## src/rtl/fft4_seq_ctrl.sv

```systemverilog
// fft4_seq_ctrl: sequencer for the 4-point in-place FFT core.
// Loads 4 samples, runs two butterfly stages with in-place write-back, drains in bit-reversed order.
module fft4_seq_ctrl #(
   parameter int BFLY_LAT = 1
) (
   input  logic       clk,
   input  logic       rst,
   input  logic       start,
   input  logic       in_valid,
   output logic       in_ready,
   output logic       ld_we,
   output logic [1:0] ld_addr,
   output logic [1:0] sel,
   output logic       wb_we,
   output logic [1:0] rd_addr,
   output logic       out_valid,
   input  logic       out_ready,
   output logic       out_last,
   output logic       busy,
   output logic       done
);
   typedef enum logic [2:0] {IDLE, LOAD, S1_RUN, S1_WB, S2_RUN, S2_WB, DRAIN, DONE} state_t;
   localparam logic [3:0] WAIT_LAST = 4'(BFLY_LAT - 1);
   state_t     state_q;
   logic [1:0] cnt_q;
   logic [3:0] wait_q;
   // cnt_q serves as load count in LOAD and drain count in DRAIN; it wraps to 0 on leaving either
   always_ff @(posedge clk) begin
      if (rst) begin
         state_q <= IDLE;
         cnt_q   <= '0;
         wait_q  <= '0;
      end else begin
         case (state_q)
            IDLE:   if (start) state_q <= LOAD;
            LOAD:   if (in_valid) begin
                       cnt_q <= cnt_q + 2'd1;
                       if (cnt_q == 2'd3) state_q <= S1_RUN;
                    end
            S1_RUN, S2_RUN:
                    if (wait_q == WAIT_LAST) begin
                       wait_q  <= '0;
                       state_q <= (state_q == S1_RUN) ? S1_WB : S2_WB;
                    end else wait_q <= wait_q + 4'd1;
            S1_WB:  state_q <= S2_RUN;
            S2_WB:  state_q <= DRAIN;
            DRAIN:  if (out_ready) begin
                       cnt_q <= cnt_q + 2'd1;
                       if (cnt_q == 2'd3) state_q <= DONE;
                    end
            default: state_q <= IDLE;
         endcase
      end
   end
   assign in_ready  = state_q == LOAD;
   assign ld_we     = in_valid & in_ready;
   assign ld_addr   = in_ready ? cnt_q : 2'd0;
   assign sel       = (state_q == S1_RUN || state_q == S1_WB) ? 2'd1 :
                      (state_q == S2_RUN || state_q == S2_WB) ? 2'd2 : 2'd0;
   assign wb_we     = state_q == S1_WB || state_q == S2_WB;
   assign out_valid = state_q == DRAIN;
   assign rd_addr   = out_valid ? {cnt_q[0], cnt_q[1]} : 2'd0;
   assign out_last  = out_valid && cnt_q == 2'd3;
   assign busy      = state_q != IDLE;
   assign done      = state_q == DONE;
endmodule

```

## config.mk

```make
export PLATFORM = sky130hd
export DESIGN_NAME = fft4_seq_ctrl
export DESIGN_NICKNAME = d
export VERILOG_FILES = /design/src/rtl/fft4_seq_ctrl.sv
export SDC_FILE = /design/constraint.sdc
export NUM_CORES = 1
export LEC_CHECK = 0
export BUFFER_PORTS_ARGS = -buffer_cell sky130_fd_sc_hd__clkbuf_2
export CAP_MARGIN = 20
export CORE_MARGIN = 2
export CORE_UTILIZATION = 39
export DETAILED_ROUTE_END_ITERATION = 10
export HOLD_SLACK_MARGIN = 0.06
export PLACE_DENSITY = 0.66
export SLEW_MARGIN = 20
export SYNTH_ARGS = -nofsm -noshare
export SYNTH_HDL_FRONTEND = slang
export SYNTH_SLANG_ARGS = --single-unit
```

## constraint.sdc

```tcl
create_clock -name clk -period 1.2 [get_ports clk]
set_input_delay 0.18 -clock clk [delete_from_list [all_inputs] [get_ports clk]]
set_output_delay 0.18 -clock clk [all_outputs]
set_load 0.02 [all_outputs]
```

==> impl_results.md <==
- Sw frac: 26.8%
- Tot GR Track Use: 18.0%
- Crit end category: output pin
- DRT iter0 DRCs: 4
- Synth Area in Compound Gates: 14.4%
- Crit path buf inv count: 2
- Synthesized net count: 81
- Synth Cell Area: 592 sq um
- Area delta synth->final: 79.1%
- Area leader, netlist: dfxtp_1
- Post-synthesis mux area share: 5.29%
- Ys flop type: dfxtp_1
- Final setup viols: 19
- Top post-synthesis cells by area: dfxtp_1, and2_1, ha_1, nor2b_1, a21oi_1
- Rel. slew slack: 79.3%
- Crit-path max FO: 5
- Sequential share of power: about 42%
- Int Pwr: 541 uW
- DIE HEIGHT: ~43 um
- Largest family of logic cells by synthesized area: simple AND/OR/NAND/NOR gates
- Adder-cell area share of the yosys netlist: around 6.3%
- Worst min path class: primary input to flip-flop
- Slowest stage delay, CP: between 0.3 and 0.4 ns
- Yosys top cell area share: between 30 and 40%
- Max-Cap Viols: 0
- Core area: 0.00147 sq mm
- Routed len/inst: around 13 um
- Xor/xnor share of the synthesized area: 4.44%
- Seq/Total Area, Yosys: 30.4%
- Tcrit/Tclk final: 120%
- NetSw: 198 uW
- Number of synthesized flops with an enable pin: 0
- Clock Tree Root: clkbuf_4
- Synth Area in Simple Gates: 33.6%
- Setup repair after global routing missed its margin: yes
- Detailed Place HPWL: slightly below 1 mm
- DR pass1 iterations: 3
- Max Slew Vio Count: 0
- Clock Latency Late Sink: 0.26 ns
- Worst path arrival time: ~1.3 ns
- Die width: 43.0 um
- Vias in the first global route: 575
- Crit-path cells: buf_6 > or3_1 > clkbuf_8
- Global placer's final weighted congestion: approximately 0.8
- Global route total overflow: 0
- # clock sinks: 9
- CTS max path bufs: 2
- Final worst slack: -0.244 ns
- CTS buffer count: 3
- Failing checks: negative setup slack
- Initial antenna violation count: 0
- # nets final: 118
- Ant. Diodes: 0
- Syn Inst Count: 73
- Most frequent cells after synthesis: dfxtp_1, and2_1, a21oi_1, nor2_1, nor2b_1
- Fin Setup TNS: -2.75 ns
- Initial core utilization: between 40% and 50%
- CP Data Required Time: 1.02 ns
- Startpoint Class: flip-flop
- Die area: 0.00185 sq mm
- Worst-Margin Slew: approximately 0.31 ns
- First-pass GRT wire length: 2.48 mm
- # IOs: 18
- Layout cell share with drive strength beyond 1: 58.7%
- Ys Warns: 0
- Netlist cell types: 29
- Vias per cell: 5.10
- Clock skew: approximately 0.003 ns
- CTS tree: yes
- Most frequent cell after synthesis: dfxtp_1
- Mean Syn Cell Area: just over 8 sq um
- Max Clk Rate: 0.693 GHz
- Pleak: 0.000483 uW
- Largest net degree at the start of global routing: 10
- Setup CP Type: flip-flop to output pin
- Clock Power Share: a little under a third
- Top delay family on crit path: flip-flops
- Flop and latch count out of synthesis: 9
- Max IR drop VDD: 0.671 mV
- Status: finished, violations left
- Tmin final: 1.44 ns
- Final Hold Vio Count: 0
- Comb pwr share: approximately a quarter
- Vias: 637
- Highest-delay cell along the critical path: dfxtp_4
- Asr flop ratio synth: 0%
- Cell Rows: 14
- Dpl ws: -0.101 ns
- Remaining DRCs: 0
- Total wire length: roughly 1.6 mm
- Pwr dens: 697 mW/mm^2
- H-Tree Depth: 1
- Port buffer count: 17
- Worst-path clk slew: 0.06 ns
- Final ANT Viol Nets: 0
[area by class of cell]
| class | count | area [sq um] |
|---|---|---|
| timing repair buffer | 36 | 334 |
| sequential | 9 | 191 |
| inverter | 4 | 15.0 |
| multi-input combinational | 56 | 473 |
| fill | 113 | 412 |
| tap | 16 | 20.0 |
| clock buffer | 4 | 26.3 |
[placed cells by master (no fill, tap or decap), types with 4 or more instances in the layout]
master / n
clkbuf_2: 4
dfxtp_1: 4
a21oi_1: 4
buf_6: 12
and2_4: 5
inv_1: 4
buf_4: 16
nor2_1: 5
[routing by layer]
layer,GRT usage (%),share of wire (%),wire length (um)
met2,30.0,52,845
met4,9.09,1.4,23
met3,2.98,4.6,75
met5,0,0,0
met1,22.1,42,691
[kinds of logic after synthesis]
family / Yosys count
XOR/XNOR: 3
flip-flops: 9
buffers and inverters: 8
adder cells (fa/ha/maj): 3
AO/OA/AOI/OAI: 13
multiplexers: 3
AND/OR/NAND/NOR: 34
[through the flow]
step / std cells / total power [uW] / hold WS [ns] / utilization [%] / instance area, sq um
after floorplan: 73 / 399 / 0.364 / - / 616
after global placement: 115 / 447 / 0.473 / 54.0 / 795
after detailed placement: 115 / 450 / 0.485 / 54.0 / 795
after CTS: 124 / 721 / 0.203 / 63.4 / 933
after global routing: 125 / 790 / 0.183 / 72.0 / 1060
final: 125 / 739 / 0.198 / 72.0 / 1060
[power by group through the flow]
stage	Clock, uW	Combinational (uW)	Sequential, uW
2_1_floorplan	0	78.0	321
3_3_place_gp	0	127	320
3_5_place_dp	0	130	320
4_1_cts	244	165	313
5_1_grt	268	210	312
6_report	234	194	311
[path summary, 6_finish.rpt]
check | cells past startpoint | to | from | slack [ns]
max | 3 | busy | state_q[2] | -0.24
min | 2 | wait_q[1] | rst | 0.20
max reg2reg | 4 | cnt_q[0] | state_q[2] | -0.16
min reg2reg | 2 | wait_q[3] | wait_q[3] | 0.52
[state kept, by name, indices dropped and copies added (netlist names)]
signal,count
state_q,3
wait_q,4
cnt_q,2
[repair_timing]
item | in CTS | in global routing
gates resized for setup | 18 | 43
endpoints found under the hold margin | 0 | 0
pin swaps | 3 | 12
setup buffers | 5 | 1
hold buffers | 0 | 0
setup endpoints to repair | 18 | 20
[worst reg2reg max path, cell delays in order (launching register included)]
cell and delay (ns):
dfxtp_4 0.38, nor3b_4 0.31, buf_4 0.17, a22oi_2 0.08, mux2_4 0.30
Note: power is estimated with default switching activity, not from simulation.
